--- config.mk ---
export PLATFORM = sky130hd
export DESIGN_NAME = hilo_muldiv_unit
export DESIGN_NICKNAME = d
export VERILOG_FILES = /design/src/rtl/hilo_muldiv_unit.sv
export SDC_FILE = /design/constraint.sdc
export NUM_CORES = 1
export LEC_CHECK = 0
export BUFFER_PORTS_ARGS = -buffer_cell sky130_fd_sc_hd__buf_2
export CORE_MARGIN = 2
export CORE_UTILIZATION = 55
export CTS_CLUSTER_SIZE = 24
export DETAILED_ROUTE_END_ITERATION = 8
export PLACE_DENSITY_LB_ADDON = 0.3
export SETUP_SLACK_MARGIN = 0.05
export SLEW_MARGIN = 20
export SYNTH_ARGS = -nofsm -noshare
export SYNTH_HDL_FRONTEND = slang
export SYNTH_SLANG_ARGS = --single-unit
--- constraint.sdc ---
create_clock -name clk -period 10.9 [get_ports clk]
set_clock_uncertainty 0.1 [all_clocks]
set_input_delay 1.09 -clock clk [delete_from_list [all_inputs] [get_ports clk]]
set_output_delay 1.09 -clock clk [all_outputs]
set_load 0.05 [all_outputs]
--- src/rtl/hilo_muldiv_unit.sv ---
// Purpose : MIPS-style HI/LO multiply/divide unit (MULT/MULTU/DIV/DIVU, MTHI/MTLO).
// Latency : iterative ops take 32 RUN cycles + FIX; done pulses 34 cycles after start
//           (fast multiply with MULDIV_FAST_MUL_EN: done 2 cycles after start).
// Backpressure: none; start/mthi/mtlo are ignored while busy, upstream must stall.
// Ports   : clk, rst (sync, active-high); start, op_div, is_unsigned, rs_val, rt_val,
//           mthi, mtlo in; hi_out, lo_out, busy, done out.
// Config  : define MULDIV_FAST_MUL_EN for a single-cycle 32x32 multiplier (divide unchanged).
`timescale 1ns/1ps
module hilo_muldiv_unit (
    input  logic        clk,
    input  logic        rst,
    input  logic        start,
    input  logic        op_div,
    input  logic        is_unsigned,
    input  logic [31:0] rs_val,
    input  logic [31:0] rt_val,
    input  logic        mthi,
    input  logic        mtlo,
    output logic [31:0] hi_out,
    output logic [31:0] lo_out,
    output logic        busy,
    output logic        done
);

    typedef enum logic [1:0] {IDLE, RUN, FIX, DONE} state_t;

    state_t      state;
    state_t      state_nxt;
    logic [4:0]  cnt;
    logic        div_q;      // latched operation: 1 = divide
    logic        neg_q;      // negate product/quotient (operand signs differ)
    logic        neg_r;      // negate remainder (dividend negative)
    logic [31:0] a_q;        // multiplicand magnitude or divisor magnitude
    logic [63:0] p_q;        // mul: {acc, multiplier}; div: {remainder, quotient}

    logic        accept;
    logic        launch;
    logic [31:0] rs_mag;
    logic [31:0] rt_mag;
    logic [32:0] mul_sum;
    logic [63:0] p_mul_nxt;
    logic [32:0] div_sh;
    logic        div_ok;
    logic [31:0] div_diff;
    logic [63:0] p_div_nxt;
    logic [63:0] prod_mag;
    logic [63:0] prod;
    logic [31:0] res_hi;
    logic [31:0] res_lo;

    // DONE behaves like IDLE for accepting new work
    assign accept = (state == IDLE) || (state == DONE);
    assign launch = accept && start;
    assign busy   = (state == RUN) || (state == FIX);
    assign done   = (state == DONE);

    assign rs_mag = (!is_unsigned && rs_val[31]) ? -rs_val : rs_val;
    assign rt_mag = (!is_unsigned && rt_val[31]) ? -rt_val : rt_val;

    // Shift-add step: add multiplicand into the upper half when the low bit is set,
    // then shift the whole register right, keeping the carry.
    assign mul_sum   = {1'b0, p_q[63:32]} + (p_q[0] ? {1'b0, a_q} : 33'd0);
    assign p_mul_nxt = {mul_sum, p_q[31:1]};

    // Restoring step: shift the next dividend bit into the remainder and subtract
    // the divisor if it fits. The difference is < divisor, so 32 bits suffice.
    assign div_sh    = {p_q[63:32], p_q[31]};
    assign div_ok    = (div_sh >= {1'b0, a_q});
    assign div_diff  = div_sh[31:0] - a_q;
    assign p_div_nxt = div_ok ? {div_diff, p_q[30:0], 1'b1}
                              : {div_sh[31:0], p_q[30:0], 1'b0};

`ifdef MULDIV_FAST_MUL_EN
    assign prod_mag = {32'd0, a_q} * {32'd0, p_q[31:0]};
`else
    assign prod_mag = p_q;
`endif
    assign prod = neg_q ? -prod_mag : prod_mag;

    always_comb begin
        res_hi = prod[63:32];
        res_lo = prod[31:0];
        if (div_q) begin
            // Remainder sign follows the dividend; with a zero divisor this yields
            // the original dividend, and the quotient is forced to all ones.
            res_hi = neg_r ? -p_q[63:32] : p_q[63:32];
            if (a_q == 32'd0)
                res_lo = 32'hFFFF_FFFF;
            else
                res_lo = neg_q ? -p_q[31:0] : p_q[31:0];
        end
    end

    always_ff @(posedge clk) begin
        if (rst)
            state <= IDLE;
        else
            state <= state_nxt;
    end

    always_comb begin
        state_nxt = state;
        case (state)
            IDLE, DONE: begin
                if (start) begin
`ifdef MULDIV_FAST_MUL_EN
                    state_nxt = op_div ? RUN : FIX;
`else
                    state_nxt = RUN;
`endif
                end else begin
                    state_nxt = IDLE;
                end
            end
            RUN:     if (cnt == 5'd31) state_nxt = FIX;
            FIX:     state_nxt = DONE;
            default: state_nxt = IDLE;
        endcase
    end

    always_ff @(posedge clk) begin
        if (rst) begin
            hi_out <= 32'd0;
            lo_out <= 32'd0;
            cnt    <= 5'd0;
            div_q  <= 1'b0;
            neg_q  <= 1'b0;
            neg_r  <= 1'b0;
            a_q    <= 32'd0;
            p_q    <= 64'd0;
        end else begin
            if (launch) begin
                // start wins over a simultaneous move
                div_q <= op_div;
                neg_q <= !is_unsigned && (rs_val[31] ^ rt_val[31]);
                neg_r <= !is_unsigned && rs_val[31];
                cnt   <= 5'd0;
                if (op_div) begin
                    a_q <= rt_mag;
                    p_q <= {32'd0, rs_mag};
                end else begin
                    a_q <= rs_mag;
                    p_q <= {32'd0, rt_mag};
                end
            end else if (accept) begin
                if (mthi) hi_out <= rs_val;
                if (mtlo) lo_out <= rs_val;
            end
            if (state == RUN) begin
                cnt <= cnt + 5'd1;
                p_q <= div_q ? p_div_nxt : p_mul_nxt;
            end
            if (state == FIX) begin
                hi_out <= res_hi;
                lo_out <= res_lo;
            end
        end
    end

endmodule

* After elaboration in Yosys (flattened, before gate mapping)
Index checks and enable logic that the tools add are counted.
** Cells by class
- Multiplexer cells :: 28
- $add $sub $neg :: 8
- Equality and inequality tests :: 6
- $lt $le $gt $ge :: 1
- Reduce and logical (&&, ||, !) cells :: 16
- Bitwise logic cells :: 1
** Operators by type and width (number)
- 2-to-1 mux 32 bit :: 18
- 2-to-1 mux 64 bit :: 5
- negation 32 bit :: 4
- negation 64 bit :: 1
- adder 32 x 32 -> 33 bit :: 1
- greater-or-equal comparator 33 x 32 -> 1 bit :: 1
- zero test 32 bit :: 1
- subtractor 32 bit :: 1
- 2-to-1 mux 5 bit :: 2
- nonzero test 2 bit :: 4
- one-hot mux 2 bit (3 select lines) :: 1
- AND reduction 3 bit :: 2
- adder 5 x 1 -> 5 bit (second input constant) :: 1
- equality test 5 bit (second input constant) :: 1
- equality test 2 bit (second input constant) :: 2
- logical AND 1 bit :: 4
- inequality test 2 x 1 -> 1 bit (second input constant) :: 2
- equality test 2 x 1 -> 1 bit (second input constant) :: 1
- zero test 2 bit :: 1
- logical OR 1 bit :: 2
- 2-to-1 mux 2 bit :: 1
- OR reduction 2 bit :: 1
- zero test 1 bit :: 1
- 2-to-1 mux 1 bit :: 1
- bitwise XOR 1 bit :: 1
** Storage, ports and cells
- Flip-flop bits (word level) :: 170
- Output and inout bits :: 66

* Logic depth before layout (Yosys ltp)
- Depth in word-level cells :: 6
- Depth in mapped cells :: 15
- Gate-level depth less buffers :: 13

* Worst setup path after synthesis
OpenSTA, ideal clock, no wires.
- Kind :: input -> register
- Start :: input rs_val[12]
- End :: register p_q[30]
- Stages :: 9
- Data required time :: 10.668 ns
- Path slack :: 7.294 ns
- Path buffers :: 0
- Setup time :: 0.132 ns
- Data arrival time :: 3.374 ns
- Path through :: or4_4 -> nor4_4 -> or4b_4 -> or3_4 -> o21ai_2 -> xor2_1 -> nor2_1 -> a21oi_2 -> o221ai_2
** Between the ends
- Longest elaborated chain between the ends :: 5
** RTL lines
- start, declared :: RTL line 15 : input logic [31:0] rs_val,
- negation 32 bit :: RTL line 57 : assign rs_mag = (!is_unsigned && rs_val[31]) ? -rs_val : rs_val;
- 2-to-1 mux 32 bit :: RTL line 57
- 2-to-1 mux 32 bit :: RTL line 138 : if (op_div) begin
- 2-to-1 mux 64 bit :: RTL line 132 : if (launch) begin
- 2-to-1 mux 64 bit :: RTL line 149 : if (state == RUN) begin
- end signal, assigned :: RTL line 140 : p_q <= {32'd0, rs_mag};
- end signal, assigned :: RTL line 143 : p_q <= {32'd0, rt_mag};
- end signal, assigned :: RTL line 151 : p_q <= div_q ? p_div_nxt : p_mul_nxt;
- end, declared :: RTL line 34 : logic [63:0] p_q;
Every way passes these cells. The select of a mux whose other input is x is not followed.
A chain may end at the register's enable or synchronous reset.

* Final worst setup path
- Start :: register p_q[0]
- End :: register p_q[63]
** Between the ends
- Longest elaborated chain between the ends :: 4
** RTL lines
- 2-to-1 mux 32 bit :: RTL line 62 : assign mul_sum = {1'b0, p_q[63:32]} + (p_q[0] ? {1'b0, a_q} : 33'd0);
- adder 32 x 32 -> 33 bit :: RTL line 62
- 2-to-1 mux 64 bit :: RTL line 151
- 2-to-1 mux 64 bit :: RTL line 149
Every way passes these cells.

==> out/summary.txt <==
status: complete, no violations
critical path required time: 11.13 ns
period utilisation layout: 37.2%
number of synthesized flops with an enable pin: 0
Syn Inst Count: 1957
worst setup margin: 6.84 ns
global route total overflow: 0
fillers: 2406
RePlAce Congestion: 0.997
CP Capture Type: flip-flop
GRT Overall Usage: 36.6%
most frequent cells in the layout: 198 x a21oi_1, 195 x nor2_1, 182 x nand2_1
CTS Hold Buffers Added: 0
Reg area: 3400 um^2
die area: 27600 um^2
clk_lat worst skew: 0.45 ns
detailed placer's ending HPWL: 38600 um
residual DRC count: 0
vias post-DR: 15500
share of cells above drive strength 1: 11.0%
per-cell routed wire length: 22.3 um
TritonCTS buffer count: 17
final hold vios: 0
Slew Viols, Final: 0
drt pass-1 iters: 6
1st-iter DRT viols: 1898
Syn Area/Cell: 7.39 um^2
Seq/Total Area, Yosys: 23.5%
number of global-route vias before repair: 14400
Final ANT Viol Nets: 0
Max VDD drop: 0.276 mV
largest fanout on the critical path: 31
antenna violations before repair: 2
CTS Buffer Depth: 2
cts repair resizes: 0
CTS tree: done
PwrDens: 264 nW/um^2
Port-buffer cells: 136
Largest stage delay, worst path: 0.66 ns
vias per cell: 6.64
final setup TNS: 0 ns
Critical Path Start Type: flip-flop
Pleak: 6.23 nW
Multi-input gate area: 10300 um^2
Die H: 166 um
Worst Hold Class: reg2reg
synth warn: 0
type of the worst setup path: reg2reg
Max-Cap Viols: 0
most common cell after layout, fill and taps aside: a21oi_1
Cell Chain, Critical Path: inv_1 > buf_4 > nor2_1 > ha_1 > o211ai_1 > a21oi_1 > o21a_1 > a221o_1 > a211oi_1 > o211ai_1 > a21o_1 > a211o_1 > a22o_1
CTS Sinks: 170
fraction of registers with async set/reset: 0%
I/O pins: 137
Worst EP arrival: 4.29 ns
# setup viols final: 0
Die Wd: 166 um
post-synthesis cell area: 14500 um^2
CP dominant cell by count: o211ai_1
largest net degree at the start of global routing: 85
RSZ-0062 raised after global routing: false
clock root buffer: clkbuf_16
worst slack at placement: 6.92 ns
Seq cells post-synth: 170
standard-cell rows: 59
H-tree level count: 4
Initial Util: 55.8%
Fmax: 246 MHz
Setup Buffers After CTS: 0
Reg clk slew, reported paths: 0.08 ns
first-pass GRT wire length: 80600 um
crit path max-delay cell type: a211oi_1
Core Footprint: 25900 um^2
Mapped Nets: 2103
Final nets: 2137
Worst-Margin Slew: 1.06 ns
Slew headroom: 29.3%
routed wire length: 52100 um
count of cell types in the netlist: 79
P&R area growth vs syn: 8.96%
predominant post-synthesis flop cell: dfxtp_1
min Tclk post-route: 4.06 ns
[synthesized netlist by cell type (all sizes together), types with 5 or more instances]
master   count  share of area (%)
xor2        63                3.8
or3         18               0.85
nor3        45                1.6
nor3b        9               0.47
a21o        23                1.2
and2        11               0.48
or4         13               0.70
o21bai       9               0.47
o221ai      34                2.1
buf         14               0.43
o41ai       11               0.77
a221oi      14               0.85
a211o        5               0.30
mux2i       66                4.6
o21ai      138                4.9
o21a        12               0.62
a31oi       17               0.74
nand4       17               0.74
nand2      183                4.8
nand2b      20               0.87
o211ai      39                2.0
a221o        6               0.42
and3        13               0.56
a211oi      70                3.6
a21oi      199                6.9
or2          9               0.39
clkbuf     126                3.3
a2111oi     10               0.61
dfxtp      170                 24
nand3       39                1.3
o31ai       20                1.1
nor2b       13               0.56
ha          73                6.3
nor2       197                5.1
a22oi       16               0.83
xnor2      106                6.4
nor4        23                1.3
inv         62                1.6
[flip-flops by register name, summed over array words and instances, names as in the netlist]
name / flops
neg_q: 1
p_q: 64
state: 2
hi_out: 32
div_q: 1
a_q: 32
neg_r: 1
lo_out: 32
cnt: 5
[per-layer routing]
metal	up-vias	GRT usage, %	part of all wire [%]
li1	7236	-	-
met1	7270	46.8	39
met2	856	58.4	45
met3	169	5.91	8.9
met4	2	21.6	6.6
met5	-	0	0.017
[stage by stage]
| step | std cells | cell area (um^2) | utilization (%) | hold WS (ns) | power [W] |
|---|---|---|---|---|---|
| floorplan | 1957 | 14500 | - | 0.332 | 0.00286 |
| global placement | 2307 | 15200 | 58.6 | 0.338 | 0.00345 |
| detailed placement | 2307 | 15200 | 58.6 | 0.341 | 0.00348 |
| CTS | 2338 | 15800 | 60.8 | 0.352 | 0.00410 |
| global route | 2339 | 15800 | 60.8 | 0.372 | 0.00441 |
| finish | 2340 | 15800 | 60.8 | 0.352 | 0.00417 |
[critical path, delay by kind of cell (launching register included)]
family          cells  cell delay (ns)
compound gates      9             2.56
buf+inv             2             0.43
flops               1             0.40
simple gates        1             0.09
fa+ha+maj           1             0.34
[power breakdown]
part | internal, W | switching (W)
registers | 0.000805 | 0.000225
logic | 0.000822 | 0.00169
clock network | 0.000319 | 0.000300
[area by class of cell]
cell class                      instances  share of cell area, %
Clock buffer                           17                   2.70
Inverter                               62                   1.48
Clock inverter                         14                  0.874
Multi-Input combinational cell       1585                   65.4
Sequential cell                       170                   21.6
Antenna cell                            2                 0.0318
Tap cell                              335                   2.66
Timing Repair Buffer                  155                   5.24
[kinds of logic (layout without fill, tap and decap cells)]
group,count (synthesis),after routing,synth area share (%)
flip-flops,170,170,23.5
other,0,2,0
AND/OR/NAND/NOR,618,618,20.2
XOR/XNOR,169,169,10.2
buffers and inverters,202,248,5.32
adder cells (fa/ha/maj),75,75,6.59
multiplexers,68,68,4.72
AO/OA/AOI/OAI,655,655,29.4
[final timing paths]
kind	slack, ns	start	end	cells past startpoint
setup reg to reg	6.84	p_q[0]	p_q[63]	13
setup / recovery	6.84	p_q[0]	p_q[63]	13
hold / removal	0.35	lo_out[18]	lo_out[18]	2
hold reg to reg	0.35	lo_out[18]	lo_out[18]	2
Power figures use the tool's default switching activity.
